==> src/rtl/shift_frame_ctrl_if.sv <==
// ============================================================================
// Module   : shift_frame_ctrl_if
// Purpose  : Load handshake and serial/capture bundle for shift_frame_ctrl.
// Revision : 1.0 - initial release
// ============================================================================
`default_nettype none

interface shift_frame_ctrl_if #(
    parameter int WIDTH = 8
);
    logic [WIDTH-1:0] load_data;
    logic             load_valid;
    logic             load_ready;
    logic             msb_first;
    logic             sin;
    logic             sout;
    logic             shift_en;
    logic             done;
    logic [WIDTH-1:0] cap_data;

    modport master (
        output load_data, load_valid, msb_first, sin,
        input  load_ready, sout, shift_en, done, cap_data
    );

    modport slave (
        input  load_data, load_valid, msb_first, sin,
        output load_ready, sout, shift_en, done, cap_data
    );
endinterface

`default_nettype wire

==> src/rtl/shift_frame_ctrl.sv <==
// ============================================================================
// Module   : shift_frame_ctrl
// Purpose  : Serialises a loaded word MSB/LSB-first while capturing sin,
//            with a programmable inter-frame gap and a done pulse.
// Revision : 1.0 - initial release
// ============================================================================
`default_nettype none

module shift_frame_ctrl #(
    parameter int WIDTH = 8,
    parameter int GAP   = 1
) (
    input  wire logic         clk,
    input  wire logic         rst,
    shift_frame_ctrl_if.slave bus
);
    localparam int c_cnt_w = $clog2(WIDTH);
    localparam int c_gap_w = (GAP > 1) ? $clog2(GAP) : 1;
    localparam logic [c_cnt_w-1:0] c_last     = c_cnt_w'(WIDTH - 1);
    localparam logic [c_gap_w-1:0] c_gap_last = c_gap_w'((GAP > 0) ? GAP - 1 : 0);

    typedef enum logic [1:0] {
        S_IDLE  = 2'd0,
        S_SHIFT = 2'd1,
        S_GAP   = 2'd2
    } state_t;

    state_t             r_state;
    logic [WIDTH-1:0]   r_shreg;
    logic [c_cnt_w-1:0] r_cnt;
    logic [c_gap_w-1:0] r_gap_cnt;
    logic               r_msb;
    logic               r_sout;
    logic               r_shift_en;
    logic               r_done;
    logic [WIDTH-1:0]   r_cap;

    logic               w_last;
    logic               w_ready;
    logic               w_load;
    logic [WIDTH-1:0]   w_shifted;
    logic               w_load_end;
    logic               w_shift_end;

    assign w_last  = (r_state == S_SHIFT) && (r_cnt == c_last);
    // With no gap the final shift cycle may accept the next word directly.
    assign w_ready = !rst && ((r_state == S_IDLE) || ((GAP == 0) && w_last));
    assign w_load  = bus.load_valid && w_ready;

    assign w_shifted   = r_msb ? {r_shreg[WIDTH-2:0], bus.sin}
                               : {bus.sin, r_shreg[WIDTH-1:1]};
    assign w_load_end  = bus.msb_first ? bus.load_data[WIDTH-1] : bus.load_data[0];
    assign w_shift_end = r_msb ? w_shifted[WIDTH-1] : w_shifted[0];

    always_ff @(posedge clk) begin
        if (rst) begin
            r_state    <= S_IDLE;
            r_shreg    <= '0;
            r_cnt      <= '0;
            r_gap_cnt  <= '0;
            r_msb      <= 1'b0;
            r_sout     <= 1'b0;
            r_shift_en <= 1'b0;
            r_done     <= 1'b0;
            r_cap      <= '0;
        end else begin
            r_done <= 1'b0;
            case (r_state)
                S_IDLE: begin
                    r_sout     <= 1'b0;
                    r_shift_en <= 1'b0;
                end
                S_SHIFT: begin
                    r_shreg <= w_shifted;
                    r_cnt   <= r_cnt + 1'b1;
                    r_sout  <= w_shift_end;
                    if (w_last) begin
                        r_cap      <= w_shifted;
                        r_done     <= 1'b1;
                        r_cnt      <= '0;
                        r_sout     <= 1'b0;
                        r_shift_en <= 1'b0;
                        r_gap_cnt  <= '0;
                        r_state    <= (GAP > 0) ? S_GAP : S_IDLE;
                    end
                end
                S_GAP: begin
                    if (r_gap_cnt == c_gap_last) begin
                        r_state <= S_IDLE;
                    end else begin
                        r_gap_cnt <= r_gap_cnt + 1'b1;
                    end
                end
                default: r_state <= S_IDLE;
            endcase

            // A load overrides the idle/end-of-frame updates above.
            if (w_load) begin
                r_shreg    <= bus.load_data;
                r_msb      <= bus.msb_first;
                r_cnt      <= '0;
                r_sout     <= w_load_end;
                r_shift_en <= 1'b1;
                r_state    <= S_SHIFT;
            end
        end
    end

    assign bus.load_ready = w_ready;
    assign bus.sout       = r_sout;
    assign bus.shift_en   = r_shift_en;
    assign bus.done       = r_done;
    assign bus.cap_data   = r_cap;

endmodule

`default_nettype wire

==> src/flat_wrapper.sv <==
// flat-port wrapper written by rule: the top's interface ports become plain ports
module shift_frame_ctrl_flat 
#(
    parameter int WIDTH = 8,
    parameter int GAP   = 1
)
  (clk, rst, bus_load_data, bus_load_valid, bus_msb_first, bus_sin, bus_load_ready, bus_sout, bus_shift_en, bus_done, bus_cap_data);
  shift_frame_ctrl_if #(.WIDTH(WIDTH)) bus_i ();
  input  wire logic clk;
  input  wire logic rst;
  input wire logic [$bits(bus_i.load_data)-1:0] bus_load_data;
  input wire logic [$bits(bus_i.load_valid)-1:0] bus_load_valid;
  input wire logic [$bits(bus_i.msb_first)-1:0] bus_msb_first;
  input wire logic [$bits(bus_i.sin)-1:0] bus_sin;
  output wire logic [$bits(bus_i.load_ready)-1:0] bus_load_ready;
  output wire logic [$bits(bus_i.sout)-1:0] bus_sout;
  output wire logic [$bits(bus_i.shift_en)-1:0] bus_shift_en;
  output wire logic [$bits(bus_i.done)-1:0] bus_done;
  output wire logic [$bits(bus_i.cap_data)-1:0] bus_cap_data;
  assign bus_i.load_data = bus_load_data;
  assign bus_i.load_valid = bus_load_valid;
  assign bus_i.msb_first = bus_msb_first;
  assign bus_i.sin = bus_sin;
  assign bus_load_ready = bus_i.load_ready;
  assign bus_sout = bus_i.sout;
  assign bus_shift_en = bus_i.shift_en;
  assign bus_done = bus_i.done;
  assign bus_cap_data = bus_i.cap_data;
  shift_frame_ctrl #(.WIDTH(WIDTH), .GAP(GAP)) u_core (.clk(clk), .rst(rst), .bus(bus_i));
endmodule
==> config.mk <==
export PLATFORM = sky130hd
export DESIGN_NAME = shift_frame_ctrl_flat
export DESIGN_NICKNAME = d
export VERILOG_FILES = /design/src/rtl/shift_frame_ctrl_if.sv /design/src/rtl/shift_frame_ctrl.sv /design/src/flat_wrapper.sv
export SDC_FILE = /design/constraint.sdc
export NUM_CORES = 1
export LEC_CHECK = 0
export CAP_MARGIN = 40
export CORE_MARGIN = 3
export CORE_UTILIZATION = 50
export CTS_BUF_LIST = sky130_fd_sc_hd__clkbuf_2
export DETAILED_ROUTE_END_ITERATION = 10
export DONT_BUFFER_PORTS = 1
export PLACE_DENSITY_LB_ADDON = 0.12
export SYNTH_ARGS = -nofsm -noshare
export SYNTH_HDL_FRONTEND = slang
export SYNTH_SLANG_ARGS = --single-unit
==> constraint.sdc <==
create_clock -name clk -period 1.8 [get_ports clk]
set_input_delay 0.36 -clock clk [delete_from_list [all_inputs] [get_ports clk]]
set_output_delay 0.36 -clock clk [all_outputs]
set_load 0.01 [all_outputs]
# Word level (Yosys, flattened, before mapping)
# Cells that the tools add are included.
[classes]
add_sub_neg = 2
multipliers = 0
div_mod_pow = 0
order_cmp = 0
eq_ne = 8
shift = 0
n_mux = 19
n_bitwise = 2
n_reduce_logical = 15
[ops]
columns = ["cell", "count"]
rows = [
  ["two-way mux 8 bit", 3],
  ["two-way mux 1 bit", 9],
  ["one-hot mux 1 bit (2 select lines)", 3],
  ["one-hot mux 2 bit (3 select lines)", 1],
  ["AND reduction 2 bit", 3],
  ["AND reduction 3 bit", 2],
  ["two-way mux 2 bit", 2],
  ["inequality test 2 x 1 -> 1 bit, second input constant", 2],
  ["nonzero test 2 bit", 2],
  ["OR reduction 2 bit", 2],
  ["adder 3 x 1 -> 3 bit, second input constant", 1],
  ["equality test 3 bit, second input constant", 1],
  ["logical AND 1 bit", 3],
  ["two-way mux 3 bit", 1],
  ["inequality test 3 x 1 -> 1 bit, second input constant", 1],
  ["inequality test 3 bit, second input constant", 1],
  ["nonzero test 3 bit", 1],
  ["equality test 2 x 1 -> 1 bit, second input constant", 1],
  ["equality test 2 bit, second input constant", 1],
  ["zero test 2 bit", 1],
  ["inequality test 2 bit, second input constant", 1],
  ["inverter 1 bit", 2],
  ["adder 1 bit, second input constant", 1],
  ["zero test 1 bit", 1],
]
[word_totals]
regBits = 26
latchBits = 0
mem_bits_rw = 0
rom_bits = 0
inputBits = 13
output_inout_bits = 12
wordCells = 56
memories = 0

# Longest topological paths before layout
# Gate-level depths: netlist of the first run.
[depth]
word_depth = 5
ltp_mapped = 7
depth_no_buf = 5

# Worst setup path after synthesis of the first run
# No wires, ideal clock.
[synth_path]
path_kind = "in2reg"
from = "in rst"
to = "reg u_core.r_shreg[0]"
setup_time_ns = 0.128
arrival_ns = 1.306
slack_ns = 0.366
stages = 5
path_buffers = 1
path_cell_list = "buf_2 nor4b_4 nor2_2 a221oi_1 nor2_1"
[synth_between]
elab_chain_len = 4
elab_cells_between_ends = 5
[synth_lines]
columns = ["item", "line_no", "text"]
rows = [
  ["start, declared", "flat_wrapper.sv:10", "input wire logic rst;"],
  ["zero test 1 bit", "shift_frame_ctrl.sv:47", "assign w_ready = !rst && ((r_state == S_IDLE) || ((GAP == 0) && w_last));"],
  ["logical AND 1 bit", "shift_frame_ctrl.sv:47", ""],
  ["logical AND 1 bit", "shift_frame_ctrl.sv:48", "assign w_load = bus.load_valid && w_ready;"],
  ["two-way mux 8 bit / nonzero test 2 bit (equally long branches)", "n/a", ""],
  ["end signal, assigned", "shift_frame_ctrl.sv:74", "r_shreg <= w_shifted;"],
  ["end signal, assigned", "shift_frame_ctrl.sv:99", "r_shreg <= bus.load_data;"],
  ["end, declared", "shift_frame_ctrl.sv:29", "logic [WIDTH-1:0] r_shreg;"],
]
# Several ways; a longest one is shown, not always the timed one.
# A chain may end at the register's enable or synchronous reset.

# Worst setup path in the final report of the first run
[layout_path]
from = "reg u_core.r_cnt[0]"
to = "reg u_core.r_cap[5] (netlist: u_core.bus.cap_data[5])"
[layout_between]
elab_chain_len = 3
[layout_lines]
columns = ["item", "line_no", "text"]
rows = [
  ["start, declared", "shift_frame_ctrl.sv:30", "logic [c_cnt_w-1:0] r_cnt;"],
  ["start signal, assigned", "shift_frame_ctrl.sv:75", "r_cnt <= r_cnt + 1'b1;"],
  ["equality test 3 bit", "shift_frame_ctrl.sv:45", "assign w_last = (r_state == S_SHIFT) && (r_cnt == c_last);"],
  ["logical AND 1 bit", "shift_frame_ctrl.sv:45", ""],
  ["AND reduction 2 bit (no source line)", "n/a", ""],
  ["end signal, assigned", "shift_frame_ctrl.sv:78", "r_cap <= w_shifted;"],
  ["end, declared", "shift_frame_ctrl.sv:36", "logic [WIDTH-1:0] r_cap;"],
]
# No other way between the ends.

==> results by group, run 1 <==
Run status
  • Status: finished, final reports clean

Yosys
  • Yosys cell types: 24
  • Synthesized flop and latch total: 25
  • Syn Area/Cell: slightly above 9 sq um
  • Sequential share of the synthesized area: 0.469
  • Synth Instances: ~120
  • Ys Warns: 0
  • Cell Area, Synth: around 1100 sq um
  • Synth Net Count: 132

Floorplanning
  • Chip width: 52.2 um
  • Initial Util: 0.539
  • Die ar.: 2720 sq um
  • Core area: slightly below 2000 sq um
  • Std cell rows: 16
  • Die H: ~52 um
  • Boundary Pins: 25

Pwr
  • Sw frac: 0.250
  • P_leak: ~0.00041 uW
  • Clock Power Share: 0.240
  • Power Density: 812 nW/um^2
  • Max VDD drop: approximately 460 uV
  • Pwr Total: roughly 900 uW
  • Internal power: between 600 and 700 uW
  • Logic pwr share: 0.102
  • Psw: around 230 uW
  • Flop pwr share: 0.658

Critical path
  • CP Buf/Inv Count: 0
  • Worst r2r src: u_core.r_cnt[0]
  • CP Capture Type: flip-flop
  • FF-to-FF setup slack: 0.25 ns
  • Worst path top cell family by delay: adder cells
  • CP Cell Sequence: ha_1, ha_1, nand2_1, or2_0, o21ai_0
  • Worst EP required: roughly 2.1 ns
  • Reg2reg path depth: 5
  • CP Launch Type: flip-flop
  • Worst path most repeated cell: ha_1
  • Crit Path Class: flip-flop to flip-flop
  • RR Endpoint: u_core.bus.cap_data[5]
  • Worst path max stage delay: between 0.4 and 0.5 ns
  • Worst Path Arrival: approximately 1.8 ns
  • CP Max Fanout: 10
  • Worst path slowest cell: dfxtp_1

Clock network
  • Postcts setup bufs: 0
  • Clock tree root buffer cell: clkbuf_2
  • Register clock-pin slew on the reported worst setup and hold paths: 0.22 ns
  • CTS resizes: 0
  • Num CTS Buffers: 3
  • Max clock buf depth: 2
  • Clk_lat worst skew: between 0.3 and 0.4 ns
  • CTS tree: built
  • H-tree depth: 1
  • Clock Sinks: 25
  • Hold buffer count at CTS: 0

Placed design
  • IO Port Bufs: 0
  • Dpl hpwl: roughly 1500 um
  • DP Cell Count: 141
  • Placement Setup Slack: roughly 0.27 ns
  • Gpl congestion: 0.783

Global route
  • GRT Total Usage: 0.163
  • Vias in the first global route: between 600 and 700
  • First-pass GRT wire length: around 3200 um
  • Initial antenna violation count: 0
  • Global route overflow: 0
  • Pin count of the biggest net entering global routing: 20

Cells and area
  • Fin cells: between 100 and 150
  • Most frequent cells in the layout: dfxtp_1 (25), nor2_1 (21), nand2_1 (11)
  • Nets: approximately 130
  • FILL cells: 199
  • Area of the multi-input gates: ~520 sq um
  • Final Util: 0.560
  • Area Growth Syn to Fin: 3.99%
  • Register area: roughly 500 sq um
  • Most common cell after layout, fill and taps aside: dfxtp_1
  • Ratio of cells with drive above 1 in the final layout: 0.102
  • Number of diodes: 0

Worst hold path
  • Worst hold endpoint: u_core.bus.shift_en
  • Hold Crit Class: input pin to flip-flop
  • WHS Path Cells: 1
  • Hold wc startpoint: rst

Timing
  • Tightest Pin Transition: 0.529 ns
  • Period utilization: 0.861
  • Slew HR: 0.647
  • Fmax: 646 MHz
  • Final hold violation count: 0
  • Number of setup violations in the final report: 0
  • Post-route minimum period: 1.55 ns
  • RSZ-0062 raised after global routing: no
  • Final setup TNS: 0 ns
  • Clock Skews: roughly 0.0065 ns
  • Final WS setup: 0.251 ns
  • Fin. max-slew vios: 0

Route
  • Avg Vias per Cell: 5.61
  • DRT Pass-1 Iters: 4
  • Post-route DRC: 0
  • Via count: roughly 810
  • Total Wirelength: just over 2000 um
  • Avg WL per Cell: between 10 and 15 um
  • Initial DRC count: 20
  • ANT nets after route: 0

Job
  • Max_cap viols: 0
[per-stage QoR]
stage	area, sq um	hold slack (ns)
3_5_place_dp	1090	0.433
4_1_cts	1110	0.0334
2_1_floorplan	1070	0.471
5_1_grt	1110	0.00748
6_report	1110	0.0541
3_3_place_gp	1090	0.431
[cell families after synthesis]
kind of cell               synth area share
muxes                                 0.104
AOI/OAI and AO/OA                     0.144
and+or+nand+nor                       0.213
adders and majority gates            0.0234
DFF                                   0.469
buffers and inverters                0.0457
[power groups by stage]
stage / logic (uW) / registers (uW) / clock network, uW
floorplan: 87.2 / 595 / 0
global placement: 91.5 / 603 / 0
detailed placement: 92.7 / 603 / 0
CTS: 93.1 / 592 / 226
global route: 104 / 596 / 252
finish: 92.3 / 593 / 216
[metal layers]
layer | wire length [um] | track usage
met5 | 0 | 0
met4 | 19 | 0.0766
met2 | 888 | 0.238
met3 | 132 | 0.0399
met1 | 1000 | 0.223
[Yosys cell counts]
library cell	instances	share of area
a211o_1	1	0.0082
a21oi_1	6	0.028
a221oi_1	8	0.066
buf_2	3	0.014
buf_4	1	0.0070
buf_6	1	0.011
clkbuf_1	2	0.0070
dfxtp_1	25	0.47
ha_1	2	0.023
inv_1	2	0.0070
mux2_2	1	0.011
mux2i_1	10	0.094
nand2_1	11	0.039
nand2b_1	1	0.0059
nor2_1	21	0.074
nor2_2	1	0.0059
nor2b_1	1	0.0059
nor2b_4	1	0.013
nor3_1	6	0.028
nor3b_1	2	0.014
nor4b_4	1	0.022
o21ai_0	6	0.028
o21ai_1	3	0.014
or2_0	1	0.0059
[final cells by class]
class                      instances  share of cell area
sequential                        25               0.451
tap                               27              0.0304
inverter                           2             0.00676
multi-input combinational         83               0.467
timing repair buffer               4              0.0271
clock buffer                       4              0.0180
[worst max path at each step]
stage	from	end	slack (ns)	cells past startpoint
CTS	u_core.r_state[1]	bus_load_ready	0.22	2
detailed placement	u_core.r_cnt[0]	u_core.bus.cap_data[5]	0.27	5
finish	u_core.r_cnt[0]	u_core.bus.cap_data[5]	0.25	5
global route	u_core.r_cnt[0]	u_core.bus.cap_data[4]	0.01	5
global placement	u_core.r_cnt[0]	u_core.bus.cap_data[3]	0.35	5
floorplan	rst	u_core.r_shreg[0]	0.37	5
[state kept, by name, summed over array words and instances (netlist names)]
name / cells
u_core.bus.cap_data: 8
u_core.r_shreg: 8
u_core.r_cnt: 3
u_core.r_state: 2
u_core.bus.done: 1
u_core.bus.shift_en: 1
u_core.bus.sout: 1
u_core.r_msb: 1
Note: power is estimated with default switching activity, not from simulation.
==> inputs of run 2 (changes only) <==
--- a/config.mk
+++ b/config.mk
@@ -12,6 +12,7 @@
 export DETAILED_ROUTE_END_ITERATION = 10
 export DONT_BUFFER_PORTS = 1
 export PLACE_DENSITY_LB_ADDON = 0.12
+export RECOVER_POWER = 100
 export SYNTH_ARGS = -nofsm -noshare
 export SYNTH_HDL_FRONTEND = slang
 export SYNTH_SLANG_ARGS = --single-unit
==> results by group, run 2 (synthesized netlist as in run 1, its figures left out) <==
Pwr
  • Power Density: a little over 800 nW/um^2
  • Pwr Total: 897 uW
  • P_leak: a little over 0.0004 uW
  • Max VDD drop: about 460 uV

Critical path
  • CP Max Fanout: 15
  • CP Cell Sequence: clkbuf_2, nor4b_2, clkbuf_2, mux2i_1, nor2_1
  • Worst EP required: slightly above 2 ns
  • CP Launch Type: flip-flop
  • Worst Path Arrival: between 1.5 and 2 ns
  • Worst r2r src: u_core.r_state[1]
  • FF-to-FF setup slack: a little over 0.2 ns
  • Worst path slowest cell: dfxtp_1
  • Reg2reg path depth: 5
  • CP Capture Type: flip-flop
  • Crit Path Class: flip-flop to flip-flop
  • Worst path max stage delay: 0.36 ns
  • RR Endpoint: u_core.r_msb
  • Worst path most repeated cell: clkbuf_2

Global route
  • Initial antenna violation count: 0
  • Vias in the first global route: approximately 690
  • Global route overflow: 0
  • GRT Total Usage: 0.163
  • M3 GR Usage: 0.0399
  • M1 GR Usage: 0.223
  • GR peak layer: met2
  • Pin count of the biggest net entering global routing: 20
  • Met2 Resource Use GR: 0.238
  • First-pass GRT wire length: between 3000 and 4000 um

Timing
  • Fmax: 626 MHz
  • Final hold violation count: 0
  • Post-route minimum period: about 1.6 ns
  • Clock Skews: 0.00530 ns
  • WHS: around 0.053 ns
  • Tightest Pin Transition: between 0.5 and 0.6 ns
  • Number of setup violations in the final report: 0
  • Fin. max-slew vios: 0
  • Final setup TNS: 0 ns
  • Slew HR: 0.651
  • Period utilization: 0.887
  • RSZ-0062 raised after global routing: no

Clock network
  • Clock Sinks: 25
  • Hold buffer count at CTS: 0
  • CTS tree: built
  • Postcts setup bufs: 0
  • CTS resizes: 0
  • Max clock buf depth: 2
  • H-tree depth: 1
  • Register clock-pin slew on the reported worst setup and hold paths: around 0.22 ns
  • Num CTS Buffers: 3
  • Clock tree root buffer cell: clkbuf_2
  • Clk_lat worst skew: 0.33 ns

Worst hold path
  • Worst hold endpoint: u_core.bus.shift_en
  • Hold wc startpoint: rst
  • WHS Path Cells: 1
  • Hold Crit Class: input pin to flip-flop

Route
  • Avg WL per Cell: roughly 14 um
  • Avg Vias per Cell: about 5.6
  • Via count: just over 800
  • ANT nets after route: 0
  • Total Wirelength: between 2000 and 2500 um
  • Post-route DRC: 0
  • DRT Pass-1 Iters: 4
  • Initial DRC count: 18

Cells and area
  • Nets: between 100 and 150
  • Final Util: 0.551
  • FILL cells: between 200 and 250
  • Ratio of cells with drive above 1 in the final layout: 0.0932
  • Area Growth Syn to Fin: 2.34%
  • Most frequent cells in the layout: dfxtp_1 (25), nor2_1 (21), nand2_1 (11)
  • Number of diodes: 0
  • Most common cell after layout, fill and taps aside: dfxtp_1
  • Fin cells: about 150

Floorplanning
  • Chip width: 52.2 um
  • Core area: approximately 2000 sq um
  • Die H: 52.2 um
  • Std cell rows: 16
  • Boundary Pins: 25
  • Initial Util: 0.539
  • Die ar.: around 2700 sq um

Placed design
  • Gpl congestion: between 0.7 and 0.8
  • Dpl hpwl: roughly 1500 um
  • DP Cell Count: ~140
  • IO Port Bufs: 0

Run status
  • Status: finished, final reports clean

Job
  • Max_cap viols: 0
-- run 2: how the worst max path moves through the flow --
stage	from	endpoint	slack [ns]	depth (start not counted)
final	u_core.r_state[1]	u_core.r_msb	0.20	5
after global routing	u_core.r_cnt[0]	u_core.bus.cap_data[4]	0.02	5
after CTS	u_core.r_state[1]	bus_load_ready	0.22	2
after detailed placement	u_core.r_cnt[0]	u_core.bus.cap_data[5]	0.27	5
after global placement	u_core.r_cnt[0]	u_core.bus.cap_data[3]	0.35	5
after floorplan	rst	u_core.r_shreg[0]	0.37	5
-- run 2: through the flow --
stage          setup WS (ns)  instance area, sq um
2_1_floorplan          0.366                  1070
6_report               0.204                  1090
5_1_grt               0.0248                  1090
3_3_place_gp           0.345                  1090
4_1_cts                0.225                  1110
3_5_place_dp           0.270                  1090
-- run 2: layer usage --
| metal | up-vias | share of wire |
|---|---|---|
| met3 | 2 | 0.077 |
| met1 | 375 | 0.48 |
| met5 | - | 0 |
| met2 | 27 | 0.43 |
| li1 | 410 | - |
| met4 | 0 | 0.0093 |
-- run 2: layout make-up --
type                            count  area, sq um  share of cell area
Clock buffer                        4         20.0              0.0183
Sequential cell                    25          500               0.458
Inverter                            2         7.51             0.00687
Timing Repair Buffer                4         21.3              0.0195
Tap cell                           27         33.8              0.0309
Multi-Input combinational cell     83          509               0.466
-- run 2: power by group --
group          leakage [uW]  internal (uW)  switching, uW
combinational      0.000183           40.7           47.6
sequential         0.000203            573           19.4
clock             0.0000166           58.7            158
-- run 2: critical path, delay by kind of cell (launching register included) --
family | cells | cell delay (ns)
buffers and inverters | 2 | 0.53
flip-flops | 1 | 0.36
multiplexers | 1 | 0.22
AND/OR/NAND/NOR | 2 | 0.40
